File: config.mk
export PLATFORM = sky130hd
export DESIGN_NAME = ace_tape_player
export DESIGN_NICKNAME = d
export VERILOG_FILES = /design/src/rtl/ace_tape_player.sv
export SDC_FILE = /design/constraint.sdc
export NUM_CORES = 1
export LEC_CHECK = 0
export CAP_MARGIN = 20
export CORE_ASPECT_RATIO = 1.75
export CORE_MARGIN = 2
export CORE_UTILIZATION = 35
export CTS_CLUSTER_DIAMETER = 50
export DETAILED_ROUTE_END_ITERATION = 8
export HOLD_SLACK_MARGIN = 0.15
export SYNTH_ARGS = -nofsm -noshare
export SYNTH_HDL_FRONTEND = slang
export SYNTH_SLANG_ARGS = --single-unit
File: constraint.sdc
create_clock -name clk_sys -period 10.1 [get_ports clk_sys]
set_input_delay 2.02 -clock clk_sys [delete_from_list [all_inputs] [get_ports clk_sys]]
set_output_delay 2.02 -clock clk_sys [all_outputs]
set_load 0.02 [all_outputs]
File: src/rtl/ace_tape_player.sv
`default_nettype none
// ============================================================================
//  Module      : ace_tape_player
//  Description : Tape playback sequencer for the Jupiter ACE core. Reads a
//                downloaded .TAP image byte by byte over a req/ack port. It
//                parses the little-endian 16-bit block lengths and drives the
//                EAR line with the ACE ROM waveform: leader, sync, data bits
//                (MSB first) and an inter-block gap.
//  Ports       : clk_sys            system clock
//                reset              synchronous, active-low
//                ce                 tick enable, all waveform timing counts ce
//                pause              (ACE_TAPE_PAUSE_EN only) freeze playback
//                start / stop       begin at address 0 / abort to IDLE
//                file_size          image length in bytes, sampled on start
//                rd_req/rd_addr     byte read request, held until rd_ack
//                rd_data/rd_ack     read data with one-cycle acknowledge
//                ear                tape signal to the core
//                busy               high in any state except IDLE
//                block_cnt          completed blocks, wraps at 255
//  Options     : `define ACE_TAPE_PAUSE_EN adds the pause input
//  Revision    : 1.0 - initial release
// ============================================================================
module ace_tape_player #(
    parameter int AW          = 25,
    parameter int LEADER_HALF = 2011,
    parameter int HDR_PULSES  = 8192,
    parameter int DAT_PULSES  = 1024,
    parameter int SYNC_HI     = 601,
    parameter int SYNC_LO     = 791,
    parameter int ZERO_HALF   = 795,
    parameter int ONE_HALF    = 1585,
    parameter int GAP_TICKS   = 3250000
) (
    input  logic          clk_sys,
    input  logic          reset,
    input  logic          ce,
`ifdef ACE_TAPE_PAUSE_EN
    input  logic          pause,
`endif
    input  logic          start,
    input  logic          stop,
    input  logic [AW-1:0] file_size,
    output logic          rd_req,
    output logic [AW-1:0] rd_addr,
    input  logic [7:0]    rd_data,
    input  logic          rd_ack,
    output logic          ear,
    output logic          busy,
    output logic [7:0]    block_cnt
);

    typedef enum logic [3:0] {
        S_IDLE   = 4'd0,
        S_LEN_LO = 4'd1,
        S_LEN_HI = 4'd2,
        S_LEADER = 4'd3,
        S_SYNC_H = 4'd4,
        S_SYNC_L = 4'd5,
        S_FETCH  = 4'd6,
        S_BIT_H  = 4'd7,
        S_BIT_L  = 4'd8,
        S_GAP    = 4'd9
    } state_t;

    // Counters are loaded with (duration - 1) and expire on the ce tick at zero.
    localparam logic [21:0] c_leader_ld  = 22'(LEADER_HALF - 1);
    localparam logic [21:0] c_sync_hi_ld = 22'(SYNC_HI - 1);
    localparam logic [21:0] c_sync_lo_ld = 22'(SYNC_LO - 1);
    localparam logic [21:0] c_zero_ld    = 22'(ZERO_HALF - 1);
    localparam logic [21:0] c_one_ld     = 22'(ONE_HALF - 1);
    localparam logic [21:0] c_gap_ld     = 22'(GAP_TICKS - 1);
    localparam logic [15:0] c_hdr_halves = 16'(2 * HDR_PULSES);
    localparam logic [15:0] c_dat_halves = 16'(2 * DAT_PULSES);

    state_t        r_state;
    state_t        w_state_next;
    logic [AW-1:0] r_ptr;
    logic [AW-1:0] r_size;
    logic [7:0]    r_len_lo;
    logic [15:0]   r_remain;     // data bytes of the current block not yet fetched
    logic [7:0]    r_byte;
    logic [2:0]    r_bit;
    logic [21:0]   r_cnt;
    logic [15:0]   r_halves;     // leader half-periods left, including the current one
    logic          r_ear;
    logic          r_rd_req;
    logic [7:0]    r_block_cnt;

    logic          w_pause;
    logic          w_tick;
    logic          w_seg_done;
    logic          w_ack;
    logic          w_at_end;
    logic          w_fetching;
    logic          w_abort;
    logic          w_start_ok;
    logic [15:0]   w_len;
    logic [21:0]   w_next_bit_ld;

`ifdef ACE_TAPE_PAUSE_EN
    assign w_pause = pause;
`else
    assign w_pause = 1'b0;
`endif

    assign w_tick        = ce & ~w_pause;
    assign w_seg_done    = w_tick & (r_cnt == 22'd0);
    assign w_ack         = r_rd_req & rd_ack;
    assign w_at_end      = (r_ptr >= r_size);
    assign w_fetching    = (r_state == S_LEN_LO) || (r_state == S_LEN_HI) || (r_state == S_FETCH);
    assign w_abort       = stop & (r_state != S_IDLE);
    assign w_start_ok    = start & (file_size >= AW'(2));
    assign w_len         = {rd_data, r_len_lo};
    // Half-period of the bit that follows the one currently on the line.
    assign w_next_bit_ld = r_byte[r_bit - 3'd1] ? c_one_ld : c_zero_ld;

    always_ff @(posedge clk_sys) begin
        if (!reset) begin
            r_state <= S_IDLE;
        end else begin
            r_state <= w_state_next;
        end
    end

    always_comb begin
        w_state_next = r_state;
        case (r_state)
            S_IDLE: begin
                if (w_start_ok) w_state_next = S_LEN_LO;
            end
            S_LEN_LO: begin
                if (w_ack)                                       w_state_next = S_LEN_HI;
                else if (!r_rd_req && w_at_end && !w_pause)      w_state_next = S_IDLE;
            end
            S_LEN_HI: begin
                if (w_ack)                                       w_state_next = (w_len == 16'd0) ? S_GAP : S_LEADER;
                else if (!r_rd_req && w_at_end && !w_pause)      w_state_next = S_IDLE;
            end
            S_LEADER: begin
                if (w_seg_done && (r_halves == 16'd1))           w_state_next = S_SYNC_H;
            end
            S_SYNC_H: begin
                if (w_seg_done)                                  w_state_next = S_SYNC_L;
            end
            S_SYNC_L: begin
                if (w_seg_done)                                  w_state_next = S_FETCH;
            end
            S_FETCH: begin
                if (w_ack)                                       w_state_next = S_BIT_H;
                else if (!r_rd_req && w_at_end && !w_pause)      w_state_next = S_IDLE;
            end
            S_BIT_H: begin
                if (w_seg_done)                                  w_state_next = S_BIT_L;
            end
            S_BIT_L: begin
                if (w_seg_done) begin
                    if (r_bit != 3'd0)                           w_state_next = S_BIT_H;
                    else if (r_remain == 16'd0)                  w_state_next = S_GAP;
                    else                                         w_state_next = S_FETCH;
                end
            end
            S_GAP: begin
                if (w_seg_done)                                  w_state_next = w_at_end ? S_IDLE : S_LEN_LO;
            end
            default:                                             w_state_next = S_IDLE;
        endcase
        if (w_abort) w_state_next = S_IDLE;
    end

    always_ff @(posedge clk_sys) begin
        if (!reset) begin
            r_ptr       <= '0;
            r_size      <= '0;
            r_len_lo    <= '0;
            r_remain    <= '0;
            r_byte      <= '0;
            r_bit       <= '0;
            r_cnt       <= '0;
            r_halves    <= '0;
            r_ear       <= 1'b0;
            r_rd_req    <= 1'b0;
            r_block_cnt <= '0;
        end else if (w_abort) begin
            r_rd_req <= 1'b0;
            r_ear    <= 1'b0;
        end else begin
            case (r_state)
                S_IDLE: begin
                    // rd_ack arriving here belongs to an aborted request and is dropped.
                    if (w_start_ok) begin
                        r_ptr  <= '0;
                        r_size <= file_size;
                        r_ear  <= 1'b0;
                    end
                end
                S_LEN_LO, S_LEN_HI, S_FETCH: begin
                    if (w_ack) begin
                        // Request drops on the acknowledge edge; the next one is
                        // raised no earlier than the following cycle.
                        r_rd_req <= 1'b0;
                        r_ptr    <= r_ptr + AW'(1);
                        if (r_state == S_LEN_LO) begin
                            r_len_lo <= rd_data;
                        end else if (r_state == S_LEN_HI) begin
                            r_remain <= w_len;
                            if (w_len == 16'd0) begin
                                r_cnt       <= c_gap_ld;
                                r_block_cnt <= r_block_cnt + 8'd1;
                            end else begin
                                r_cnt    <= c_leader_ld;
                                r_halves <= r_block_cnt[0] ? c_dat_halves : c_hdr_halves;
                                r_ear    <= 1'b1;
                            end
                        end else begin
                            r_byte   <= rd_data;
                            r_remain <= r_remain - 16'd1;
                            r_bit    <= 3'd7;
                            r_cnt    <= rd_data[7] ? c_one_ld : c_zero_ld;
                            r_ear    <= 1'b1;
                        end
                    end else if (!r_rd_req && !w_at_end && !w_pause) begin
                        r_rd_req <= 1'b1;
                    end
                end
                S_LEADER: begin
                    if (w_seg_done) begin
                        if (r_halves == 16'd1) begin
                            r_cnt <= c_sync_hi_ld;
                            r_ear <= 1'b1;
                        end else begin
                            r_halves <= r_halves - 16'd1;
                            r_cnt    <= c_leader_ld;
                            r_ear    <= ~r_ear;
                        end
                    end else if (w_tick) begin
                        r_cnt <= r_cnt - 22'd1;
                    end
                end
                S_SYNC_H: begin
                    if (w_seg_done) begin
                        r_cnt <= c_sync_lo_ld;
                        r_ear <= 1'b0;
                    end else if (w_tick) begin
                        r_cnt <= r_cnt - 22'd1;
                    end
                end
                S_SYNC_L: begin
                    if (w_tick && !w_seg_done) r_cnt <= r_cnt - 22'd1;
                end
                S_BIT_H: begin
                    if (w_seg_done) begin
                        r_cnt <= r_byte[r_bit] ? c_one_ld : c_zero_ld;
                        r_ear <= 1'b0;
                    end else if (w_tick) begin
                        r_cnt <= r_cnt - 22'd1;
                    end
                end
                S_BIT_L: begin
                    if (w_seg_done) begin
                        if (r_bit != 3'd0) begin
                            r_bit <= r_bit - 3'd1;
                            r_cnt <= w_next_bit_ld;
                            r_ear <= 1'b1;
                        end else if (r_remain == 16'd0) begin
                            r_cnt       <= c_gap_ld;
                            r_block_cnt <= r_block_cnt + 8'd1;
                        end
                    end else if (w_tick) begin
                        r_cnt <= r_cnt - 22'd1;
                    end
                end
                S_GAP: begin
                    if (w_tick && !w_seg_done) r_cnt <= r_cnt - 22'd1;
                end
                default: begin
                    r_rd_req <= 1'b0;
                    r_ear    <= 1'b0;
                end
            endcase
        end
    end

    assign rd_req    = r_rd_req;
    assign rd_addr   = r_ptr;
    assign ear       = r_ear;
    assign busy      = (r_state != S_IDLE);
    assign block_cnt = r_block_cnt;

endmodule
`default_nettype wire

; Word-level counts from Yosys, hierarchy flattened
; Cells that the tools add are included.
[totals]
ff_bits = 137
latchBits = 0
mem_bits_rw = 0
mem_bits_ro = 0
wordCells = 177
mem_count = 0
[op_classes]
add_sub_neg = 6
mul = 0
n_div = 0
order_cmp = 4
n_eq_ne = 33
shifts = 0
muxes = 77
n_bitwise = 11
reduce_logical = 34
[op_table]
columns = cell, count
row1 = $mux 22, 12
row2 = $pmux 22 s6, 1
row3 = $mux 16, 7
row4 = $mux 4, 14
row5 = $mux 8, 7
row6 = $mux 25, 2
row7 = $pmux 25 s2, 1
row8 = $mux 11, 4
row9 = $pmux 4 s10, 1
row10 = $ne 2x2->1 const B, 18
row11 = $logic_not 16->1, 2
row12 = $pmux 16 s2, 1
row13 = $sub 16x1->16 const B, 2
row14 = $add 25x1->25 const B, 1
row15 = $ge 25x2->1 const B, 1
row16 = $ge 25x25->1, 1
row17 = $logic_not 22->1, 1
row18 = $sub 22x1->22 const B, 1
row19 = $reduce_and 9->1, 2
row20 = $eq 16x1->1 const B, 1
row21 = $eq 4x3->1 const B, 4
row22 = $pmux 8 s2, 1
row23 = $mux 1, 15
row24 = $mux 15, 1
row25 = other kinds (33), 64

; Depth between registers and ports, before layout
[depth]
depth_word = 7
depth_mapped = 13

; Least setup slack after synthesis
; OpenSTA, ideal clock, no wires.
[synth_path]
kind = input to register
start = in ce
end = reg r_block_cnt[5], in the netlist block_cnt[5]
setup_ns = 0.130
arrival_ns = 4.444
required_ns = 9.970
slack_ns = 5.526
stages = 10
path_buffers = 3
cell_sequence = clkbuf_1 or4b_1 or3_1 clkbuf_1 nor2_8 a21oi_2 or4_4 buf_6 o311ai_4 o41ai_2
[synth_between]
elab_chain_cells = 3
[synth_lines]
columns = element, line
row1 = from (decl), 36  ; input logic ce,
row2 = $and 1x1->1, 107  ; assign w_seg_done = w_tick & (r_cnt == 22'd0);
row3 = $ne 2x2->1 (no line), n/a
row4 = $reduce_and 9->1 (no line), n/a
row5 = to (signal assigned), 208  ; r_block_cnt <= r_block_cnt + 8'd1;
row6 = to (signal assigned), 266  ; r_block_cnt <= r_block_cnt + 8'd1;
row7 = to (decl), 87  ; logic [7:0] r_block_cnt;
; No other way between the ends.
; A chain may end at the register's enable or synchronous reset.

; Worst setup path after layout
[layout_path]
start = in ce
end = reg r_halves[6]
[layout_between]
elab_chain_cells = 3
[layout_lines]
columns = element, line
row1 = $and 1x1->1, 107
row2 = $ne 2x2->1 (no line), n/a
row3 = $reduce_and 8->1 (no line), n/a
row4 = to (signal assigned), 211  ; r_halves <= r_block_cnt[0] ? c_dat_halves : c_hdr_halves;
row5 = to (signal assigned), 231  ; r_halves <= r_halves - 16'd1;
row6 = to (decl), 84  ; logic [15:0] r_halves;
; No other way between the ends.

==> results.sh <==
export IMPL_num_io_pins=75
export IMPL_cts_htree_levels=4
export IMPL_root_buffer="clkbuf_16"
export IMPL_crit_required_ps=10400
export IMPL_fmax_ghz=0.1852
export IMPL_wl_per_cell_um=17.49
export IMPL_outcome="finished, final reports clean"
export IMPL_drtAntennaViolNets=0
export IMPL_die_h_um=206.4
export IMPL_dieArea_um2=24700
export IMPL_clk_pin_slew_ps=60
export IMPL_tns_ps=0
export IMPL_cts_resized=0
export IMPL_start_util_pct=35.41
export IMPL_rsz0062_at_grt="false"
export IMPL_slew_headroom_pct=34.18
export IMPL_ys_seq_area_share_pct=33.47
export IMPL_grt_max_degree=47
export IMPL_yosysWarnings=0
export IMPL_dp_hpwl_mm=18.49
export IMPL_setup_viol=0
export IMPL_drv_slew=0
export IMPL_synth_distinct_cells=71
export IMPL_synth_edff_count=0
export IMPL_cp_start_kind="input pin"
export IMPL_ys_seq_elements=137
export IMPL_power_leakage_nw=3.606
export IMPL_p_comb_share_pct=15.1
export IMPL_synth_area_leaders="dfxtp_1 (33%), a21oi_1 (6.5%), nand2_1 (6.5%), ha_1 (5.0%), nor2_1 (5.0%)"
export IMPL_grt_overflow=0
export IMPL_fin_total_pwr_mw=1.430
export IMPL_grt_antenna_before_repair=0
export IMPL_drc=0
export IMPL_grt_util_all_layers_pct=20.73
export IMPL_nNetsFinal=1196
export IMPL_p_seq_share_pct=40.0
export IMPL_dr_pass1_iters=6
export IMPL_drv_cap=0
export IMPL_port_buffers=74
export IMPL_synth_area_leader_cell="dfxtp_1"
export IMPL_synth_cells=1080
export IMPL_die_x_um=119.7
export IMPL_worstHoldPathType="reg2reg"
export IMPL_wl_mm=25.20
export IMPL_cts_hold_fix_buffers=0
export IMPL_final_fill_count=2390
export IMPL_cts_buffers=17
export IMPL_layout_drive_gt1_share_pct=6.157
export IMPL_max_stage_delay_ps=880
export IMPL_internal_power_mw=1.027
export IMPL_hold_viol=0
export IMPL_gp_congestion=0.9988
export IMPL_grt_pass1_wl_mm=40.70
export IMPL_syn_to_final_growth_pct=19.22
export IMPL_cp_arrival_ps=5700
export IMPL_drt_initial_drc_count=513
export IMPL_mappedNetlistArea_um2=8195
export IMPL_worstMarginPinSlew_ps=982.0
export IMPL_synth_flop_cell="dfxtp_1"
export IMPL_critPathSlowestCell="clkdlybuf4s50_1"
export IMPL_core_um2=23150
export IMPL_dp_cells=1409
export IMPL_cts_max_path_buffers=2
export IMPL_avgSynthCellArea_um2=7.588
export IMPL_antenna_cells=0
export IMPL_cts_setup_buffers=0
export IMPL_clock_latency_ps=440
export IMPL_p_switching_mw=0.4036
export IMPL_clock_sinks=137
export IMPL_netlist_area_leader_share_pct=33.47
export IMPL_finClkSkew_ps=7.653
export IMPL_ir_drop_uv=118.5
export IMPL_vias_per_cell=5.735
export IMPL_power_density_nw_per_um2=146.4
export IMPL_critPathKind="in2reg"
export IMPL_multi_input_area_um2=5067
export IMPL_period_minus_slack_ps=5400
export IMPL_rows=74
export IMPL_worstPathCellList="clkdlybuf4s50_1 > or4b_1 > or3_1 > nor2_8 > a31oi_1 > nand2b_1 > o21ai_1 > nor2_1"
export IMPL_grt_pass1_vias=8024
export IMPL_syn_num_nets=1152
export IMPL_power_frac_clock_pct=44.9
export IMPL_route_vias_total=8264
export IMPL_netSwitchingFraction_pct=28.22
export IMPL_crit_fanout=18
export IMPL_fin_cells=1441
export IMPL_cp_end_kind="register"
export IMPL_cts_tree="done"
export IMPL_regArea_um2=2743
export IMPL_period_share_pct=53.47
export IMPL_synthArstFlopShare_pct=0
-- layout make-up --
type | count | area share (%)
Clock buffer | 23 | 4.994
Clock inverter | 9 | 1.153
Inverter | 49 | 1.882
Multi-Input combinational cell | 837 | 51.86
Sequential cell | 137 | 28.07
Tap cell | 304 | 3.893
Timing Repair Buffer | 82 | 8.144
-- worst max-delay path: cells and delay by family --
kind / cells / cell delay [ps]
AOI/OAI and AO/OA: 2 / 1050
and+or+nand+nor: 5 / 1740
buffers and inverters: 1 / 880
-- per-layer routing --
layer	up-vias	GRT usage, %	part of all wire, %	wire [µm]
met5	-	0	0	0
met4	0	12.69	4.9	1243
li1	4015	-	-	-
met2	275	39.20	53	13360
met1	3895	20.64	37	9386
met3	79	3.918	4.8	1214
-- power by group through the flow --
| stage | registers (mW) | logic, mW | clock network [mW] |
|---|---|---|---|
| finish | 0.572 | 0.216 | 0.642 |
| global route | 0.574 | 0.237 | 0.673 |
| CTS | 0.572 | 0.216 | 0.654 |
| detailed placement | 0.584 | 0.215 | 0 |
| global placement | 0.584 | 0.214 | 0 |
| floorplan | 0.581 | 0.145 | 0 |
-- registers in the layout, indices dropped and copies added (netlist names) --
register,cells
r_cnt,22
ear,1
block_cnt,8
r_len_lo,8
rd_addr,25
r_halves,16
r_size,25
r_byte,8
rd_req,1
r_bit,3
r_remain,16
r_state,4
-- final timing paths --
kind / endpoint / depth (start not counted) / slack, ps / startpoint
worst max register to register: r_cnt[0]$_SDFFE_PN0P_ / 8 / 6290 / r_cnt[0]$_SDFFE_PN0P_
worst min-delay path: r_size[22]$_SDFFE_PN0P_ / 2 / 450 / r_size[22]$_SDFFE_PN0P_
worst max-delay path: r_halves[6]$_SDFFE_PN0P_ / 8 / 4700 / ce
worst min register to register: r_size[22]$_SDFFE_PN0P_ / 2 / 450 / r_size[22]$_SDFFE_PN0P_
-- cell usage after synthesis (3+ instances only) --
master and n:
nand4_1 8, nand2b_1 11, a311oi_1 3, o311ai_0 3
o22ai_1 12, nand3_1 36, and2_1 3, o21ai_1 3
o221ai_1 4, nor4_1 25, a21oi_1 107, nor2_1 110
o31ai_1 6, a21o_1 5, and4_1 7, nand3b_1 5
a2bb2oi_1 3, nand2_1 142, a211oi_1 18, nor3_1 40
mux2i_1 13, or3_1 19, xnor2_1 22, buf_1 3
o211ai_1 14, inv_1 49, xor2_1 11, or2_2 4
or4_1 14, o2111ai_1 6, o211a_1 3, nor2b_1 13
and3_1 6, a31oi_1 14, o21ai_0 57, o21bai_1 4
a31o_2 3, o21a_1 5, clkbuf_1 51, o32ai_1 3
mux4_2 4, a221oi_1 3, dfxtp_1 137, ha_1 33
-- kinds of logic (layout without fill, tap and decap cells) --
logic type                 Yosys count  in the layout  share of synthesized area [%]
xor gates and xnor gates            33             33                          3.527
and+or+nand+nor                    458            458                          27.37
buffers and inverters              106            163                          4.977
muxes                               19             19                          2.962
adders and majority gates           33             33                          5.038
AOI/OAI and AO/OA                  294            294                          22.66
DFF                                137            137                          33.47
-- through the flow --
step	area (µm²)	hold WS (ps)	worst slack, ps	utilization (%)
final	9771	452.9	4700	42.21
after global routing	9771	473.8	4514	42.21
after CTS	9771	456.1	4752	42.21
after detailed placement	9170	447.7	4264	39.62
after global placement	9170	443.5	4373	39.62
after floorplan	8195	436.3	5526	-
-- cells in the final DEF, fill, tap and decap left out, types with 7 or more instances in the layout --
cell / instances
nor2b_1: 13
o22ai_1: 12
mux2i_1: 13
xor2_1: 11
nand4_1: 8
o211ai_1: 14
and4_1: 7
o21ai_0: 57
a211oi_1: 17
nand3_1: 36
nor4_1: 25
nor2_1: 110
dfxtp_1: 137
inv_1: 48
xnor2_1: 22
or4_1: 14
a21oi_1: 107
nand2b_1: 11
a31oi_1: 14
ha_1: 33
nor3_1: 38
clkbuf_16: 17
nand2_1: 142
clkdlybuf4s50_1: 73
buf_4: 8
or3_1: 19
Note: power is estimated with default switching activity, not from simulation.
==> variant, RTL diff (config.mk and constraints unchanged) <==
The option `ACE_TAPE_PAUSE_EN` is turned on by a define.
--- a/src/rtl/ace_tape_player.sv
+++ b/src/rtl/ace_tape_player.sv
@@ -20,6 +20,8 @@
 //  Options     : `define ACE_TAPE_PAUSE_EN adds the pause input
 //  Revision    : 1.0 - initial release
 // ============================================================================
+`define ACE_TAPE_PAUSE_EN
+
 module ace_tape_player #(
     parameter int AW          = 25,
     parameter int LEADER_HALF = 2011,
Interface: changed (added pause); port bits go from 75 to 76. The function was not compared with the original's and may differ.
==> variant against the unedited design <==
  * Design area barely moved
  * Synthesized area is 0.26% lower
  * Clock power fell by 3%
  * Final cell count decreased by 2.9%
  * Count of clock-buffer cells in the layout shrank 2
  * Sequential cell count is the same
  * Wire length is 1.7% lower
  * Power is 4.4% lower
  * Setup slack gained 920 ps
  * Largest cell class unchanged
  * Highest routed layer unchanged
==> variant: results (changes against the unedited design) <==
Parameter                              Value

Route
  Routed via count divided by cell count    5.59 (-2.5%)
  Routed len/inst    17.7 um (+1.2%)
  Total iterations of the first detailed-routing run    5 (-1)
  Number of design-rule violations left by the first detailed-router iteration    451 (-12%)

Place
  Count of buffers inserted at the top-level ports    75 (+1.4%)
  Half-perimeter wire length after placement    18700 um (+0.88%)
  Number of instances in the placed design    1368 (-2.9%)

Final layout
  Filler instances    2400 (+0.42%)
  Count of non-filler cells in the finished layout    1399 (-2.9%)
  Layout clock buffers    21 (-8.7%)
  Count of buffers not belonging to the clock network in the layout    86 (+4.9%)
  Sequential share of cell area    28.1% (about the same)
  Fraction of final layout cells with drive strength greater than 1    7.03% (+0.88 points)
  Final-layout clock-cell area share    5.96% (-0.19 points)
  Combined area of the multi-input logic cells    5060 um2 (-0.22%)
  Count of inverters not on the clock network in the layout    45 (-8.2%)
  Number of nets at the end of the flow    1156 (-3.3%)

Logic synthesis
  Instance count of the mapped netlist    1032 (-4.4%)
  Most numerous cell types in the synthesized netlist    137 x sky130_fd_sc_hd__dfxtp_1, 135 x sky130_fd_sc_hd__nor2_1, 91 x sky130_fd_sc_hd__nand2_1
  Top area cells in the synthesized netlist    sky130_fd_sc_hd__dfxtp_1 34%, sky130_fd_sc_hd__nor2_1 6.2%, sky130_fd_sc_hd__ha_1 5.1%
  Compound-cell area share of the yosys netlist    19.5% (-3.2 points)
  Share of synthesized area occupied by flip-flops and latches    33.6% (+0.087 points)
  Fraction of synthesized cell area in xor and xnor cells    4.39% (+0.87 points)

Hold path
  Hold path startpoint    r_byte[5]$_SDFFE_PN0P_
  Capture endpoint of the worst hold path    r_byte[5]$_SDFFE_PN0P_

Power and ir drop
  Static leakage power    3.60 nW (-0.12%)
  Proportion of power drawn by combinational gates    12.7% (-2.4 points)
  Net switching fraction of the power    26.7% (-1.5 points)

Worst setup path
  FF-to-FF Start    r_state[1]$_SDFFE_PP0P_
  Largest driver fanout on the critical path    13 (-5)
  CP Data Arrival Time    4840 ps (-860 ps)
  Slowest cell on the critical path    sky130_fd_sc_hd__o2111ai_1
  Worst reg-to-reg setup slack    6720 ps (+430 ps)

Timing
  Slew at the pin closest to its max-slew limit    1040 ps (+59.8 ps)
  Worst clock skew on the final layout    7.58 ps (-0.0705 ps)

Run status
  Run status    complete, no violations

Global route
  GR Util All Layers    20.5% (-0.22 points)
  Via count of the first global-routing pass    7593 (-5.4%)
  Met3 Use GR    3.97% (+0.055 points)
-- variant: worst max path at each step --
| stage | start | slack (ps) | endpoint |
|---|---|---|---|
| 4_1_cts | file_size[19] | 5610 | rd_addr[24]$_SDFFE_PN0P_ |
| 3_5_place_dp | file_size[19] | 5160 | rd_addr[24]$_SDFFE_PN0P_ |
| 5_1_grt | rd_ack | 5360 | block_cnt[3]$_SDFFE_PN0P_ |
| 6_report | rd_ack | 5620 | block_cnt[4]$_SDFFE_PN0P_ |
| 2_1_floorplan | ce | 6170 | r_halves[3]$_SDFFE_PN0P_ |
| 3_3_place_gp | file_size[19] | 5240 | rd_addr[24]$_SDFFE_PN0P_ |
-- variant: stage by stage --
stage               total power, W  hold WS, ps  instance area, um2  setup slack, ps  util (%)
CTS                        0.00138          475                9760             5610      42.2
floorplan                 0.000693          443                8170             6170         -
global placement          0.000756          455                9180             5240      39.7
finish                     0.00137          471                9760             5620      42.2
global route               0.00142          491                9760             5360      42.2
detailed placement        0.000757          463                9180             5160      39.7
